--- src/rtl/mem_ctrl_pkg.sv ---
// Shared types and constants for the byte-serial memory controller.
// State encoding, LSB size codes, IO region tag and grant bit positions.
package mem_ctrl_pkg;

    typedef enum logic [1:0] {
        IDLE   = 2'd0,
        IC_RD  = 2'd1,
        LSB_RD = 2'd2,
        LSB_WR = 2'd3
    } state_e;

    typedef enum logic {
        LAST_IC  = 1'b0,
        LAST_LSB = 1'b1
    } last_grant_e;

    localparam logic [1:0] SZ_B = 2'd0;
    localparam logic [1:0] SZ_H = 2'd1;
    localparam logic [1:0] SZ_W = 2'd2;

    localparam logic [1:0] IO_HI_DEF = 2'b11;

    localparam logic [2:0] IC_LEN = 3'd2;

    // bit positions inside the one-hot grant vector
    localparam int G_IC  = 0;
    localparam int G_LSB = 1;

    // size code 3 is illegal and is treated as a word
    function automatic logic [2:0] size_bytes(input logic [1:0] sz);
        case (sz)
            SZ_B:    size_bytes = 3'd1;
            SZ_H:    size_bytes = 3'd2;
            default: size_bytes = 3'd4;
        endcase
    endfunction

endpackage

--- src/rtl/mem_ctrl_if.sv ---
// Requester and memory-pin bundle around mem_ctrl.
// slave: the controller side; master: ICache/LSB/RAM side.
interface mem_ctrl_if #(
    parameter int ADDR_W = 32
);
    logic              ic_req;
    logic [ADDR_W-1:0] ic_addr;
    logic              ic_ready;
    logic [15:0]       ic_data;

    logic              lsb_req;
    logic              lsb_we;
    logic [1:0]        lsb_size;
    logic [ADDR_W-1:0] lsb_addr;
    logic [31:0]       lsb_wdata;
    logic              lsb_ready;
    logic [31:0]       lsb_rdata;

    logic [7:0]        mem_din;
    logic [7:0]        mem_dout;
    logic [ADDR_W-1:0] mem_a;
    logic              mem_wr;

    modport slave (
        input  ic_req, ic_addr, lsb_req, lsb_we, lsb_size, lsb_addr, lsb_wdata, mem_din,
        output ic_ready, ic_data, lsb_ready, lsb_rdata, mem_dout, mem_a, mem_wr
    );

    modport master (
        output ic_req, ic_addr, lsb_req, lsb_we, lsb_size, lsb_addr, lsb_wdata, mem_din,
        input  ic_ready, ic_data, lsb_ready, lsb_rdata, mem_dout, mem_a, mem_wr
    );

endinterface

--- src/rtl/mem_ctrl_arb.sv ---
// Two-requester round-robin arbiter: on a tie the requester not granted last wins.
// Grant is one-hot and only asserted while the controller is idle.
module mem_arb
    import mem_ctrl_pkg::*;
(
    input  logic       i_clk,
    input  logic       i_rst_n,
    input  logic       i_en,
    input  logic       i_idle,
    input  logic       i_clear,
    input  logic       i_ic_req,
    input  logic       i_lsb_req,
    output logic [1:0] o_grant
);

    last_grant_e r_last;
    logic [1:0]  w_grant;

    always_comb begin
        w_grant = 2'b00;
        if (i_idle && !i_clear) begin
            case ({i_lsb_req, i_ic_req})
                2'b01:   w_grant[G_IC]  = 1'b1;
                2'b10:   w_grant[G_LSB] = 1'b1;
                2'b11: begin
                    if (r_last == LAST_IC) w_grant[G_LSB] = 1'b1;
                    else                   w_grant[G_IC]  = 1'b1;
                end
                default: w_grant = 2'b00;
            endcase
        end
    end

    always_ff @(posedge i_clk or negedge i_rst_n) begin
        if (!i_rst_n) begin
            r_last <= LAST_IC;
        end else if (i_en && (w_grant != 2'b00)) begin
            r_last <= w_grant[G_LSB] ? LAST_LSB : LAST_IC;
        end
    end

    assign o_grant = w_grant;

endmodule

--- src/rtl/mem_ctrl.sv ---
// Byte-serial RAM/IO port owner for ICache halfword fetches and LSB loads/stores.
// Optional MEM_CTRL_IO_STALL_EN holds IO-region store bytes while io_buffer_full is high.
module mem_ctrl
    import mem_ctrl_pkg::*;
#(
    parameter int         ADDR_W = 32,
    parameter logic [1:0] IO_HI  = IO_HI_DEF
) (
    input  logic clk_in,
    input  logic rst_in,
    input  logic rdy_in,
    input  logic clear_in,
    input  logic io_buffer_full,
    mem_ctrl_if.slave bus
);

    state_e            r_state, w_state_nxt;
    logic [2:0]        r_cnt, w_cnt_nxt;
    logic [2:0]        r_len, w_len_nxt;
    logic [ADDR_W-1:0] r_base, w_base_nxt;
    logic [ADDR_W-1:0] r_mem_a, w_mem_a_nxt;
    logic [31:0]       r_wdata, w_wdata_nxt;
    logic [31:0]       r_buf, w_buf_nxt;
    logic [7:0]        r_dout, w_dout_nxt;
    logic              r_wr, w_wr_nxt;
    logic              r_ic_ready, w_ic_ready_nxt;
    logic              r_lsb_ready, w_lsb_ready_nxt;
    logic [15:0]       r_ic_data, w_ic_data_nxt;
    logic [31:0]       r_lsb_rdata, w_lsb_rdata_nxt;
    logic              r_paused;

    logic [1:0]        w_grant;
    logic              w_in_read;
    logic              w_stall;
    logic [1:0]        w_lane;
    logic [31:0]       w_merged;
    logic [7:0]        w_wbyte;

    mem_arb u_arb (
        .i_clk     (clk_in),
        .i_rst_n   (rst_in),
        .i_en      (rdy_in),
        .i_idle    (r_state == IDLE),
        .i_clear   (clear_in),
        .i_ic_req  (bus.ic_req),
        .i_lsb_req (bus.lsb_req),
        .o_grant   (w_grant)
    );

`ifdef MEM_CTRL_IO_STALL_EN
    assign w_stall = (r_state == LSB_WR) && r_wr && (r_mem_a[17:16] == IO_HI) && io_buffer_full;
`else
    logic w_unused_io_full;
    assign w_unused_io_full = io_buffer_full;
    assign w_stall          = 1'b0;
`endif

    assign w_in_read = (r_state == IC_RD) || (r_state == LSB_RD);
    // byte k arrives two edges after its address, so lane = cnt - 2
    assign w_lane    = r_cnt[1:0] - 2'd2;
    assign w_wbyte   = r_wdata[{r_cnt[1:0], 3'b000} +: 8];

    always_comb begin
        w_merged = r_buf;
        w_merged[{w_lane, 3'b000} +: 8] = bus.mem_din;
    end

    always_comb begin
        w_state_nxt     = r_state;
        w_cnt_nxt       = r_cnt;
        w_len_nxt       = r_len;
        w_base_nxt      = r_base;
        w_mem_a_nxt     = r_mem_a;
        w_wdata_nxt     = r_wdata;
        w_buf_nxt       = r_buf;
        w_dout_nxt      = r_dout;
        w_wr_nxt        = r_wr;
        w_ic_ready_nxt  = 1'b0;
        w_lsb_ready_nxt = 1'b0;
        w_ic_data_nxt   = r_ic_data;
        w_lsb_rdata_nxt = r_lsb_rdata;

        case (r_state)
            IDLE: begin
                if (w_grant[G_IC]) begin
                    w_state_nxt = IC_RD;
                    w_len_nxt   = IC_LEN;
                    w_base_nxt  = bus.ic_addr;
                    w_mem_a_nxt = bus.ic_addr;
                    w_buf_nxt   = 32'h0;
                    w_cnt_nxt   = 3'd1;
                end else if (w_grant[G_LSB]) begin
                    w_state_nxt = bus.lsb_we ? LSB_WR : LSB_RD;
                    w_len_nxt   = size_bytes(bus.lsb_size);
                    w_base_nxt  = bus.lsb_addr;
                    w_mem_a_nxt = bus.lsb_addr;
                    w_wdata_nxt = bus.lsb_wdata;
                    w_dout_nxt  = bus.lsb_wdata[7:0];
                    w_wr_nxt    = bus.lsb_we;
                    w_buf_nxt   = 32'h0;
                    w_cnt_nxt   = 3'd1;
                end
            end

            IC_RD, LSB_RD: begin
                if (r_paused || clear_in) begin
                    w_state_nxt = IDLE;
                    w_cnt_nxt   = 3'd0;
                end else begin
                    if (r_cnt < r_len) w_mem_a_nxt = r_base + ADDR_W'(r_cnt);
                    if (r_cnt >= 3'd2) w_buf_nxt = w_merged;
                    if (r_cnt == r_len + 3'd1) begin
                        w_state_nxt = IDLE;
                        w_cnt_nxt   = 3'd0;
                        if (r_state == IC_RD) begin
                            w_ic_ready_nxt = 1'b1;
                            w_ic_data_nxt  = w_merged[15:0];
                        end else begin
                            w_lsb_ready_nxt = 1'b1;
                            w_lsb_rdata_nxt = w_merged;
                        end
                    end else begin
                        w_cnt_nxt = r_cnt + 3'd1;
                    end
                end
            end

            // stores ignore clear_in so a partial word never lands in memory
            LSB_WR: begin
                if (!w_stall) begin
                    if (r_cnt == r_len) begin
                        w_wr_nxt        = 1'b0;
                        w_lsb_ready_nxt = 1'b1;
                        w_state_nxt     = IDLE;
                        w_cnt_nxt       = 3'd0;
                    end else begin
                        w_mem_a_nxt = r_base + ADDR_W'(r_cnt);
                        w_dout_nxt  = w_wbyte;
                        w_wr_nxt    = 1'b1;
                        w_cnt_nxt   = r_cnt + 3'd1;
                    end
                end
            end

            default: w_state_nxt = IDLE;
        endcase
    end

    always_ff @(posedge clk_in or negedge rst_in) begin
        if (!rst_in) begin
            r_state     <= IDLE;
            r_cnt       <= 3'd0;
            r_len       <= 3'd0;
            r_base      <= '0;
            r_mem_a     <= '0;
            r_wdata     <= 32'h0;
            r_buf       <= 32'h0;
            r_dout      <= 8'h0;
            r_wr        <= 1'b0;
            r_ic_ready  <= 1'b0;
            r_lsb_ready <= 1'b0;
            r_ic_data   <= 16'h0;
            r_lsb_rdata <= 32'h0;
            r_paused    <= 1'b0;
        end else if (rdy_in) begin
            r_state     <= w_state_nxt;
            r_cnt       <= w_cnt_nxt;
            r_len       <= w_len_nxt;
            r_base      <= w_base_nxt;
            r_mem_a     <= w_mem_a_nxt;
            r_wdata     <= w_wdata_nxt;
            r_buf       <= w_buf_nxt;
            r_dout      <= w_dout_nxt;
            r_wr        <= w_wr_nxt;
            r_ic_ready  <= w_ic_ready_nxt;
            r_lsb_ready <= w_lsb_ready_nxt;
            r_ic_data   <= w_ic_data_nxt;
            r_lsb_rdata <= w_lsb_rdata_nxt;
            r_paused    <= 1'b0;
        end else if (w_in_read) begin
            // remembers that read data went stale during the pause
            r_paused <= 1'b1;
        end
    end

    assign bus.mem_a     = r_mem_a;
    assign bus.mem_dout  = r_dout;
    assign bus.mem_wr    = r_wr && rdy_in && !w_stall;
    assign bus.ic_ready  = r_ic_ready;
    assign bus.ic_data   = r_ic_data;
    assign bus.lsb_ready = r_lsb_ready;
    assign bus.lsb_rdata = r_lsb_rdata;

endmodule

--- src/flat_wrapper.sv ---
// flat-port wrapper written by rule: the top's interface ports become plain ports
module mem_ctrl_flat import mem_ctrl_pkg::*;
#(
    parameter int         ADDR_W = 32,
    parameter logic [1:0] IO_HI  = IO_HI_DEF
)
  (clk_in, rst_in, rdy_in, clear_in, io_buffer_full, bus_ic_req, bus_ic_addr, bus_lsb_req, bus_lsb_we, bus_lsb_size, bus_lsb_addr, bus_lsb_wdata, bus_mem_din, bus_ic_ready, bus_ic_data, bus_lsb_ready, bus_lsb_rdata, bus_mem_dout, bus_mem_a, bus_mem_wr);
  mem_ctrl_if #(.ADDR_W(ADDR_W)) bus_i ();
  input  logic clk_in;
  input  logic rst_in;
  input  logic rdy_in;
  input  logic clear_in;
  input  logic io_buffer_full;
  input wire logic [$bits(bus_i.ic_req)-1:0] bus_ic_req;
  input wire logic [$bits(bus_i.ic_addr)-1:0] bus_ic_addr;
  input wire logic [$bits(bus_i.lsb_req)-1:0] bus_lsb_req;
  input wire logic [$bits(bus_i.lsb_we)-1:0] bus_lsb_we;
  input wire logic [$bits(bus_i.lsb_size)-1:0] bus_lsb_size;
  input wire logic [$bits(bus_i.lsb_addr)-1:0] bus_lsb_addr;
  input wire logic [$bits(bus_i.lsb_wdata)-1:0] bus_lsb_wdata;
  input wire logic [$bits(bus_i.mem_din)-1:0] bus_mem_din;
  output wire logic [$bits(bus_i.ic_ready)-1:0] bus_ic_ready;
  output wire logic [$bits(bus_i.ic_data)-1:0] bus_ic_data;
  output wire logic [$bits(bus_i.lsb_ready)-1:0] bus_lsb_ready;
  output wire logic [$bits(bus_i.lsb_rdata)-1:0] bus_lsb_rdata;
  output wire logic [$bits(bus_i.mem_dout)-1:0] bus_mem_dout;
  output wire logic [$bits(bus_i.mem_a)-1:0] bus_mem_a;
  output wire logic [$bits(bus_i.mem_wr)-1:0] bus_mem_wr;
  assign bus_i.ic_req = bus_ic_req;
  assign bus_i.ic_addr = bus_ic_addr;
  assign bus_i.lsb_req = bus_lsb_req;
  assign bus_i.lsb_we = bus_lsb_we;
  assign bus_i.lsb_size = bus_lsb_size;
  assign bus_i.lsb_addr = bus_lsb_addr;
  assign bus_i.lsb_wdata = bus_lsb_wdata;
  assign bus_i.mem_din = bus_mem_din;
  assign bus_ic_ready = bus_i.ic_ready;
  assign bus_ic_data = bus_i.ic_data;
  assign bus_lsb_ready = bus_i.lsb_ready;
  assign bus_lsb_rdata = bus_i.lsb_rdata;
  assign bus_mem_dout = bus_i.mem_dout;
  assign bus_mem_a = bus_i.mem_a;
  assign bus_mem_wr = bus_i.mem_wr;
  mem_ctrl #(.ADDR_W(ADDR_W), .IO_HI(IO_HI)) u_core (.clk_in(clk_in), .rst_in(rst_in), .rdy_in(rdy_in), .clear_in(clear_in), .io_buffer_full(io_buffer_full), .bus(bus_i));
endmodule
--- config.mk ---
export PLATFORM = sky130hd
export DESIGN_NAME = mem_ctrl_flat
export DESIGN_NICKNAME = d
export VERILOG_FILES = /design/src/rtl/mem_ctrl_pkg.sv /design/src/rtl/mem_ctrl_if.sv /design/src/rtl/mem_ctrl_arb.sv /design/src/rtl/mem_ctrl.sv /design/src/flat_wrapper.sv
export SDC_FILE = /design/constraint.sdc
export NUM_CORES = 1
export LEC_CHECK = 0
export BUFFER_PORTS_ARGS = -buffer_cell sky130_fd_sc_hd__buf_2
export CAP_MARGIN = 20
export CORE_MARGIN = 2
export CORE_UTILIZATION = 40
export CTS_CLUSTER_DIAMETER = 50
export DETAILED_ROUTE_END_ITERATION = 8
export PLACE_DENSITY_LB_ADDON = 0.12
export SETUP_SLACK_MARGIN = 0.15
export SYNTH_ARGS = -nofsm -noshare
export SYNTH_HDL_FRONTEND = slang
export SYNTH_HIERARCHICAL = 1
export SYNTH_SLANG_ARGS = --single-unit
--- constraint.sdc ---
create_clock -name clk_in -period 2.81 [get_ports clk_in]
set_input_delay 0.562 -clock clk_in [delete_from_list [all_inputs] [get_ports clk_in]]
set_output_delay 0.562 -clock clk_in [all_outputs]
set_load 0.03 [all_outputs]
==> flow_metrics.py <==
metrics = {
    "timing": {
        "maxSlewHeadroom": 0.554,
        "post-route-period-util": 0.896,
        "rsz0062_at_grt": "no",
        "drv_slew": 0,
        "hold_viol_final": 0,
        "setup_viol_count_final": 0,
        "worstMarginPinSlew_ns": 0.661,
        "period_needed_ns": 2.52,
        "whs_ns": 0.116,
        "fmax_mhz": 397,
        "tns_ns": 0,
        "finClkSkew_ns": 0.0161,
    },
    "final_layout": {
        "drive_above_1_share": 0.311,
        "fillCellCount": 2302,
        "antenna_cells": 0,
        "nets": 1245,
        "areaGrowthSynthToFinish_pct": 20.8,
    },
    "global_routing": {
        "met2_usage": 0.307,
        "grt_pass1_vias": 7551,
        "grt_usage": 0.193,
        "grt_pass1_wl_microns": 40200,
        "overflow": 0,
        "grt_use_met1": 0.274,
        "grt_start_max_net_pins": 70,
        "antenna_found_initial": 1,
        "busiest_layer": "met2",
        "met3_usage": 0.0413,
    },
    "drt": {
        "vias": 7496,
        "viasPerCell": 5.17,
        "drc": 0,
        "drt_wl_total_microns": 24200,
        "drtPass1Iterations": 4,
        "drt_iter0_drc": 479,
        "antenna_left": 0,
        "avgRoutedWirePerCell_microns": 16.7,
    },
    "worst_setup_path": {
        "critPathRequiredTime_ns": 3.12,
        "r2r-start": "u_core/r_cnt[2]",
        "slowest_stage": "or4_1",
        "end_kind": "flip-flop",
        "start_kind": "flip-flop",
        "cp_data_arrival_time_ns": 2.83,
        "cp-startpoint": "u_core/r_cnt[2]",
        "max_stage_delay_ns": 0.71,
        "crit_chain": "ha_1 -> a21oi_4 -> or4_1 -> o31a_1 -> o311ai_1 -> nand2_1",
        "critical_path_class": "flip-flop to flip-flop",
        "critPathMaxFanout": 7,
    },
    "synthesis": {
        "syn_inst": 921,
        "seq_area_frac_synth": 0.498,
        "syn_nets": 1053,
        "syn_area_sq_um": 9890,
        "ys_async_sr_fraction": 1.00,
        "synth_edf_count": 0,
        "yosysWarnings": 6,
        "synth-main-ff-cell": "dfrtp_1",
        "yosysUniqueCellTypes": 64,
        "syn_avg_cell_area_sq_um": 10.7,
        "synth-seq-cells": 197,
    },
    "clocking": {
        "cts_max_level": 4,
        "cts_hold_buf": 0,
        "max-clock-path-buffers": 2,
        "insertion_delay_ns": 0.43,
        "cts_tree": "done",
        "clk_pin_slew_ns": 0.08,
        "cts.sinks": 197,
        "root_buffer": "clkbuf_16",
        "cts_buffers": 17,
    },
    "die": {
        "die_x_microns": 161,
        "core_sq_um": 24300,
        "die_h_microns": 161,
        "die-area_sq_um": 26000,
        "rows": 57,
        "io_pins": 205,
        "start_util": 0.407,
    },
    "pwr": {
        "finalPower_uw": 13000,
        "leakage_uw": 0.00562,
        "p_per_area_nw_per_um2": 1090,
        "peakVddDrop_mv": 0.479,
    },
    "place": {
        "io_buffers": 203,
        "gp_congestion": 0.732,
        "post-dp-hpwl_microns": 16900,
    },
    "job": {
        "maxCapViolCount": 0,
    },
    "run_status": {
        "status": "finished clean",
    },
    "hold_path": {
        "hp-class": "primary input to async pin",
    },
}
synthesized netlist by cell type, types with 4 or more instances:
| cell type | instances | share of area |
|---|---|---|
| xor2_1 | 20 | 0.018 |
| xnor2_1 | 9 | 0.0080 |
| mux2i_1 | 34 | 0.034 |
| nor3_1 | 6 | 0.0030 |
| nor3b_1 | 5 | 0.0038 |
| o211ai_1 | 15 | 0.011 |
| mux4_2 | 8 | 0.018 |
| and3_1 | 4 | 0.0025 |
| buf_1 | 5 | 0.0019 |
| and4_1 | 5 | 0.0044 |
| nor4_1 | 4 | 0.0025 |
| nor2b_1 | 11 | 0.0070 |
| dfrtp_1 | 197 | 0.50 |
| nand4_1 | 10 | 0.0063 |
| nand3b_1 | 7 | 0.0053 |
| a22o_1 | 32 | 0.028 |
| nand2_1 | 130 | 0.049 |
| clkbuf_8 | 4 | 0.0056 |
| nand3_1 | 23 | 0.012 |
| clkbuf_1 | 27 | 0.010 |
| a21o_1 | 19 | 0.014 |
| buf_2 | 19 | 0.0096 |
| nand2b_1 | 28 | 0.018 |
| mux2_2 | 64 | 0.073 |
| a221o_1 | 5 | 0.0051 |
| inv_1 | 11 | 0.0042 |
| a21oi_1 | 36 | 0.018 |
| o21ai_0 | 99 | 0.050 |
| a41o_1 | 8 | 0.0081 |
| nor2_1 | 19 | 0.0072 |
| ha_1 | 17 | 0.021 |
worst max-delay path, delay by kind of cell (launching register included):
kind | cells | cell delay (ns)
AND/OR/NAND/NOR | 2 | 0.80
adder cells (fa/ha/maj) | 1 | 0.43
flip-flops | 1 | 0.47
AO/OA/AOI/OAI | 3 | 0.69
layer usage:
metal  wire length (microns)  vias to the layer above
met2                   11200                      150
li1                        -                     3712
met3                    1060                        8
met5                      13                        -
met1                   11800                     3624
met4                     119                        2
cell usage in the layout, fill, tap and decap left out, drive strengths merged, types with 9 or more instances in the layout:
cell	instances
buf	228
dfrtp	197
nand2	130
o21ai	99
mux2	64
a21oi	37
mux2i	34
a22o	32
nand2b	28
nand3	25
xor2	20
clkbuf	20
a21o	19
nor2	19
ha	17
inv	17
o211ai	15
nor2b	12
nand4	10
xnor2	9
worst paths after layout:
| path | to | slack, ns | cells past startpoint |
|---|---|---|---|
| min in group clk_in | u_core/r_len[0] | 0.33 | 2 |
| setup / recovery | u_core/bus.mem_a[28] | 0.29 | 6 |
| hold reg to reg | u_core/bus.ic_data[2] | 0.47 | 2 |
| hold / removal | u_core/bus.lsb_rdata[21] | 0.12 | 1 |
| max in group asynchronous | u_core/r_len[1] | 1.86 | 2 |
| setup reg to reg | u_core/bus.mem_a[28] | 0.29 | 6 |
through the flow:
stage	utilization	std cells	instance area, sq um	setup slack [ns]
final	0.491	1450	11900	0.292
after global routing	0.491	1450	11900	0.166
after CTS	0.490	1450	11900	0.168
after detailed placement	0.467	1418	11300	0.173
after global placement	0.467	1418	11300	0.210
after floorplan	-	921	9890	0.419
where the power goes:
part	switching (uW)	internal [uW]	leakage, uW
Combinational	3450	2330	0.00289
Sequential	756	3990	0.00245
Clock	1160	1280	0.000278
registers in the layout, summed over array words and instances (netlist names):
| register | count |
|---|---|
| u_core/r_state | 2 |
| u_core/bus.ic_data | 16 |
| u_core/r_wdata | 32 |
| u_core/r_base | 32 |
| u_core/r_cnt | 3 |
| u_core/r_len | 3 |
| u_core/bus.lsb_rdata | 32 |
| u_core/r_wr | 1 |
| u_core/r_buf | 32 |
| u_core/bus.lsb_ready | 1 |
| u_core/bus.mem_a | 32 |
| u_core/u_arb/r_last | 1 |
| u_core/bus.mem_dout | 8 |
| u_core/bus.ic_ready | 1 |
| u_core/r_paused | 1 |
area by class of cell:
type                            instances  area (sq um)  area share
Clock buffer                           19           443      0.0371
Clock inverter                         13           138      0.0115
Inverter                               11          41.3     0.00346
Multi-Input combinational cell        657          4680       0.391
Sequential cell                       197          4930       0.413
Tap cell                              324           405      0.0339
Timing Repair Buffer                  229          1320       0.110
logic make-up (layout without fill, tap and decap cells):
family                   after synthesis  after routing  synth area share
adder cells (fa/ha/maj)               18             18            0.0235
AO/OA/AOI/OAI                        230            230             0.150
AND/OR/NAND/NOR                      273            273             0.142
buffers and inverters                 67            272            0.0326
flip-flops                           197            197             0.498
multiplexers                         106            106             0.125
XOR/XNOR                              30             30            0.0281
what timing repair did:
item / 4_1_cts / 5_1_grt
endpoints found under the setup margin: 0 / 68
setup buffers: 0 / 0
gates resized for setup: 0 / 5
Note: power is estimated with default switching activity, not from simulation.
